`config.mk`:
```
export PLATFORM = sky130hd
export DESIGN_NAME = vga_write_arbiter
export DESIGN_NICKNAME = d
export VERILOG_FILES = /design/src/rtl/vga_write_arbiter.sv
export SDC_FILE = /design/constraint.sdc
export NUM_CORES = 1
export LEC_CHECK = 0
export ABC_AREA = 0
export CAP_MARGIN = 20
export CORE_UTILIZATION = 40
export CTS_CLUSTER_SIZE = 28
export DETAILED_ROUTE_END_ITERATION = 10
export HOLD_SLACK_MARGIN = 0.12
export PLACE_DENSITY = 0.77
export RECOVER_POWER = 25
export REMOVE_ABC_BUFFERS = 1
export SYNTH_ARGS = -nofsm -noshare
export SYNTH_HDL_FRONTEND = slang
export SYNTH_SLANG_ARGS = --single-unit
```
`constraint.sdc`:
```
create_clock -name clock -period 2 [get_ports clock]
set_input_delay 0.4 -clock clock [delete_from_list [all_inputs] [get_ports clock]]
set_output_delay 0.4 -clock clock [all_outputs]
set_load 0.005 [all_outputs]
```
`src/rtl/vga_write_arbiter.sv`:
```
// Round-robin arbiter granting one of three drawing engines exclusive use of the VGA write port.
// The granted requester's pixel stream is registered through to the adapter with one cycle of latency.
//
//  state     | meaning
//  ----------+---------------------------------------------------------------
//  S_IDLE    | no owner; pick the next requester round-robin after 'last'
//  S_GRANT   | requester sel owns the port; pixels forwarded, hold timer runs
//  S_RELEASE | one-cycle gap with no owner; sel recorded as last owner
module vga_write_arbiter #(
    parameter logic [16:0] TIMEOUT = 17'd80000
) (
    input  logic        clock,
    input  logic        resetn,
    input  logic [2:0]  req,
    input  logic [2:0]  done,
    input  logic [2:0]  we_in,
    input  logic [8:0]  colour_in,
    input  logic [26:0] x_in,
    input  logic [23:0] y_in,
    output logic [2:0]  grant,
    output logic        busy,
    output logic        writeEn,
    output logic [2:0]  colour,
    output logic [8:0]  x,
    output logic [7:0]  y,
    output logic        timeout_err
);

    typedef enum logic [1:0] {
        S_IDLE    = 2'd0,
        S_GRANT   = 2'd1,
        S_RELEASE = 2'd2
    } state_t;

    localparam logic [16:0] HOLD_LAST = TIMEOUT - 17'd1;

    state_t      state_q, state_d;
    logic [1:0]  sel_q, sel_d;
    logic [1:0]  last_q;
    logic [1:0]  arb_sel;
    logic [16:0] hold_q;
    logic        hold_expired;
    logic        grant_exit;
    logic        cur_req, cur_done, cur_we;
    logic [2:0]  cur_colour;
    logic [8:0]  cur_x;
    logic [7:0]  cur_y;

    // Search upward from the requester after the last owner, wrapping at 2.
    always_comb begin
        arb_sel = 2'd0;
        case (last_q)
            2'd0: begin
                if (req[1])      arb_sel = 2'd1;
                else if (req[2]) arb_sel = 2'd2;
                else             arb_sel = 2'd0;
            end
            2'd1: begin
                if (req[2])      arb_sel = 2'd2;
                else if (req[0]) arb_sel = 2'd0;
                else             arb_sel = 2'd1;
            end
            default: begin
                if (req[0])      arb_sel = 2'd0;
                else if (req[1]) arb_sel = 2'd1;
                else             arb_sel = 2'd2;
            end
        endcase
    end

    // Only the selected requester's lanes are ever visible past this mux.
    always_comb begin
        cur_req    = 1'b0;
        cur_done   = 1'b0;
        cur_we     = 1'b0;
        cur_colour = 3'd0;
        cur_x      = 9'd0;
        cur_y      = 8'd0;
        case (sel_q)
            2'd0: begin
                cur_req    = req[0];
                cur_done   = done[0];
                cur_we     = we_in[0];
                cur_colour = colour_in[2:0];
                cur_x      = x_in[8:0];
                cur_y      = y_in[7:0];
            end
            2'd1: begin
                cur_req    = req[1];
                cur_done   = done[1];
                cur_we     = we_in[1];
                cur_colour = colour_in[5:3];
                cur_x      = x_in[17:9];
                cur_y      = y_in[15:8];
            end
            2'd2: begin
                cur_req    = req[2];
                cur_done   = done[2];
                cur_we     = we_in[2];
                cur_colour = colour_in[8:6];
                cur_x      = x_in[26:18];
                cur_y      = y_in[23:16];
            end
            default: ;
        endcase
    end

    assign hold_expired = (hold_q == HOLD_LAST);
    assign grant_exit   = cur_done | ~cur_req | hold_expired;

    always_comb begin
        state_d = state_q;
        sel_d   = sel_q;
        case (state_q)
            S_IDLE: begin
                if (req != 3'b000) begin
                    state_d = S_GRANT;
                    sel_d   = arb_sel;
                end
            end
            S_GRANT: begin
                if (grant_exit) state_d = S_RELEASE;
            end
            S_RELEASE: state_d = S_IDLE;
            default:   state_d = S_IDLE;
        endcase
    end

    always_comb begin
        grant = 3'b000;
        if (state_q == S_GRANT) begin
            case (sel_q)
                2'd0:    grant = 3'b001;
                2'd1:    grant = 3'b010;
                2'd2:    grant = 3'b100;
                default: grant = 3'b000;
            endcase
        end
    end

    assign busy = (state_q != S_IDLE);

    always_ff @(posedge clock or negedge resetn) begin
        if (!resetn) begin
            state_q     <= S_IDLE;
            sel_q       <= 2'd0;
            last_q      <= 2'd2;
            hold_q      <= 17'd0;
            timeout_err <= 1'b0;
        end else begin
            state_q <= state_d;
            sel_q   <= sel_d;
            if (state_q == S_RELEASE) last_q <= sel_q;
            if (state_q == S_GRANT && !grant_exit) hold_q <= hold_q + 17'd1;
            else                                   hold_q <= 17'd0;
            if (state_q == S_GRANT && hold_expired && !cur_done) timeout_err <= 1'b1;
        end
    end

    // The exit edge clears writeEn so the release cycle never carries a pixel.
    always_ff @(posedge clock or negedge resetn) begin
        if (!resetn) begin
            writeEn <= 1'b0;
            colour  <= 3'd0;
            x       <= 9'd0;
            y       <= 8'd0;
        end else if (state_q == S_GRANT && !grant_exit) begin
            writeEn <= cur_we;
            colour  <= cur_colour;
            x       <= cur_x;
            y       <= cur_y;
        end else begin
            writeEn <= 1'b0;
        end
    end

endmodule
```
==> results.cfg, run 1 <==
[grt]
first_global_vias = 2379
global_route.overflow_total = 0
grtUsageTotal_pct = 21.7
grt_pass1_wl_mm = 10.9
antenna_violations_before_repair = 0
grt_start_max_net_pins = 22

[cells_and_area]
post_route_cells_drive_above_1_share_pct = 16.5
final_nets = 429
mostFrequentLayoutCells = 92 x sky130_fd_sc_hd__clkdlybuf4s50_1, 43 x sky130_fd_sc_hd__dfrtp_1, 26 x sky130_fd_sc_hd__nand2_1
stdcell_count = 433
utilization_pct = 63.8
most_frequent_standard_cell_in_the_layout_excluding_fill_and_tap_cells = sky130_fd_sc_hd__clkdlybuf4s50_1
areaGrowthSynthToFinish_pct = 51.5
antenna_cells_inserted = 0

[clocking]
numCtsBuffers = 5
cts.htree.levels = 2
clk_latency_ns = 0.30
postCtsSetupBuffers = 0
clock_transition_at_path_regs_ns = 0.08
clk_root_buffer_cell = sky130_fd_sc_hd__clkbuf_8
cts_tree = done
tritoncts_num_sinks = 45
cts_max_path_buffers = 2

[power]
power.switching_fraction_pct = 32.5
cellLeakagePower_uw = 0.00164
internal-power_uw = 2820
proportion_of_power_drawn_by_combinational_gates_pct = 50.7
clkPwrFrac_pct = 17.1
p_per_area_nw_per_um2 = 1090
total_power_uw = 4180
max_vdd_drop_mv = 0.534
seq_power_share_pct = 32.2
power.net_switching_uw = 1360

[place]
dp_hpwl_mm = 5.12
io_buf_count = 96
dp.cells = 424
gp_congestion = 0.775

[die]
die-width_um = 81.7
fp.dieArea_um2 = 6670
die_y_um = 81.7
core_um2 = 6030
starting_density_of_the_core_pct = 42.2
top_level_ports = 97
core.rowCount = 28

[routing]
antenna_left = 0
drc = 0
detailedRoute.firstIterationViolations = 99
detail_route.wl_per_cell_um = 15.2
drt-total-wl_mm = 6.59
detail_route.first_pass.iterations = 4
route.vias.total = 2236
drt-vias-per-instance = 5.16

[synth]
synth.mux.area_fraction_pct = 21.6
ys_seq_elements = 45
syn-mean-instance-area_um2 = 10.5
synth_area_um2 = 2540
yosys.area_share.simple_pct = 17.2
synth.distinct_cells = 45
synth-compound-area-share_pct = 8.62
postSynth.asyncResetShare_pct = 100
synthesis.instances = 243
synth-warning-count = 0
dominantRegCellSynth = sky130_fd_sc_hd__dfrtp_1
synthAdderAreaFrac_pct = 0.493
synth-edff-count = 0
synth_top_family_by_area = multiplexers
synth_sequential_area_ratio_pct = 44.4
yosys.area_share.xor_xnor_pct = 4.14

[timing]
worst_slew_margin_rel_pct = 38.0
maxSlewViolCount = 0
fin_worst_skew_ns = 0.00416
setup_viol = 0
hold_ws_ns = 0.481
setup_repair_after_global_routing_missed_its_margin = yes
max_clock_freq_mhz = 505
layout_min_cycle_time_ns = 1.98
timing.final.crit_share_pct = 99.1
worstMarginPinSlew_ns = 0.931
final_hold_viol_count = 0

[outcome]
run_status = finished clean

[setup_path]
crit_chain = or4b_4, nor4_4, nor3_4, buf_12, mux2_1
critical_path_s_slowest_cell = sky130_fd_sc_hd__or4b_4
crit_path_start_kind = flip-flop
critPathCaptureType = flip-flop
cp.required_ns = 2.19
critical_path_arrival_ns = 2.17
timing.critical_path.fanout_max = 21
stage_delay_of_the_slowest_cell_on_the_critical_path_ns = 0.55
path_class = reg -> reg

[flow_run]
maxCapViolations = 0

[worst_hold_path]
worst_hold_path_class = reg -> reg
[logic make-up (layout without fill, tap and decap cells)]
kind of cell / Yosys count / after routing
simple gates: 84 / 84
mux: 45 / 45
flops: 45 / 45
compound gates: 38 / 38
buf+inv: 18 / 133
xor+xnor: 12 / 12
fa+ha+maj: 1 / 1
[worst max-delay path, delay by kind of cell (launching register included)]
kind	cells	cell delay, ns
AND/OR/NAND/NOR	3	0.99
buffers and inverters	1	0.18
multiplexers	1	0.31
flip-flops	1	0.38
[through the flow]
| step | instance area (µm²) | setup slack (ns) | setup TNS (ns) |
|---|---|---|---|
| final | 3850 | 0.0183 | 0 |
| after floorplan | 2470 | -1.76 | -49.52 |
| after CTS | 3840 | 0.00554 | 0 |
| after global routing | 3850 | -0.0584 | -1.22 |
| after global placement | 3710 | -0.138 | -2.46 |
| after detailed placement | 3710 | -0.172 | -3.14 |
[flip-flops by register name (all words and copies together), names as in the netlist]
signal	count
hold_q	17
state_q	2
last_q	2
y	8
x	9
writeEn	1
colour	3
sel_q	2
timeout_err	1
[power groups by stage]
stage	Combinational, µW	Sequential (µW)	Clock (µW)
3_5_place_dp	2140	1350	0
4_1_cts	2150	1350	733
5_1_grt	2310	1370	775
3_3_place_gp	2070	1340	0
6_report	2120	1350	715
2_1_floorplan	1010	1470	0
[synth_stat cells (2+ instances only)]
library cell | instances | area share, %
sky130_fd_sc_hd__nor4_1 | 2 | 0.49
sky130_fd_sc_hd__nor2_1 | 19 | 2.8
sky130_fd_sc_hd__inv_1 | 5 | 0.74
sky130_fd_sc_hd__nor3b_1 | 3 | 0.89
sky130_fd_sc_hd__buf_2 | 3 | 0.59
sky130_fd_sc_hd__nand4_1 | 5 | 1.2
sky130_fd_sc_hd__o31ai_1 | 3 | 0.89
sky130_fd_sc_hd__a21oi_1 | 7 | 1.4
sky130_fd_sc_hd__or4_1 | 3 | 0.89
sky130_fd_sc_hd__xnor2_1 | 10 | 3.4
sky130_fd_sc_hd__mux2_2 | 2 | 0.89
sky130_fd_sc_hd__mux2_4 | 19 | 11
sky130_fd_sc_hd__nor3_1 | 6 | 1.2
sky130_fd_sc_hd__xor2_1 | 2 | 0.69
sky130_fd_sc_hd__nand2b_1 | 3 | 0.74
sky130_fd_sc_hd__nand3_1 | 6 | 1.2
sky130_fd_sc_hd__clkbuf_1 | 6 | 0.89
sky130_fd_sc_hd__dfrtp_1 | 44 | 43
sky130_fd_sc_hd__buf_6 | 2 | 0.89
sky130_fd_sc_hd__o21ai_0 | 21 | 4.1
sky130_fd_sc_hd__nand2_1 | 26 | 3.8
sky130_fd_sc_hd__mux2i_1 | 23 | 9.1
[cell type report]
type	count	area (µm²)
clock buffers	7	86.3
repair buffers	120	1150
well taps	75	93.8
multi-input cells	180	1340
inverters	5	18.8
fillers	510	2180
clock inverters	1	30.0
flip-flops and latches	45	1130
[per-layer routing]
metal | track usage, % | share of wire, % | vias to the layer above
li1 | - | - | 1085
met1 | 24.0 | 41 | 1079
met2 | 41.2 | 52 | 64
met3 | 3.67 | 4.9 | 8
met4 | 7.72 | 1.8 | 0
met5 | 0 | 0 | -
[final timing paths]
kind | startpoint | endpoint | slack (ns) | depth (start not counted)
setup / recovery | hold_q[9] | y[0] | 0.02 | 5
min in group asynchronous | resetn | hold_q[13] | 0.75 | 2
hold reg to reg | timeout_err | timeout_err | 0.48 | 1
hold / removal | timeout_err | timeout_err | 0.48 | 1
setup reg to reg | hold_q[9] | y[0] | 0.02 | 5
max in group asynchronous | resetn | colour[0] | 0.39 | 3
[timing repair]
item                                    in CTS  in global routing
endpoints found under the hold margin       14                  0
endpoints found under the setup margin      14                 38
pin swaps                                    0                  0
hold buffers                                 1                  0
resized for setup                            7                  1
Note: power is estimated with default switching activity, not from simulation.
==> run 2: changes to the inputs <==
Settings changed: SLEW_MARGIN set to 0.
==> results of run 2 <==
The final DEF is identical to that of run 1; final timing and power are the same.
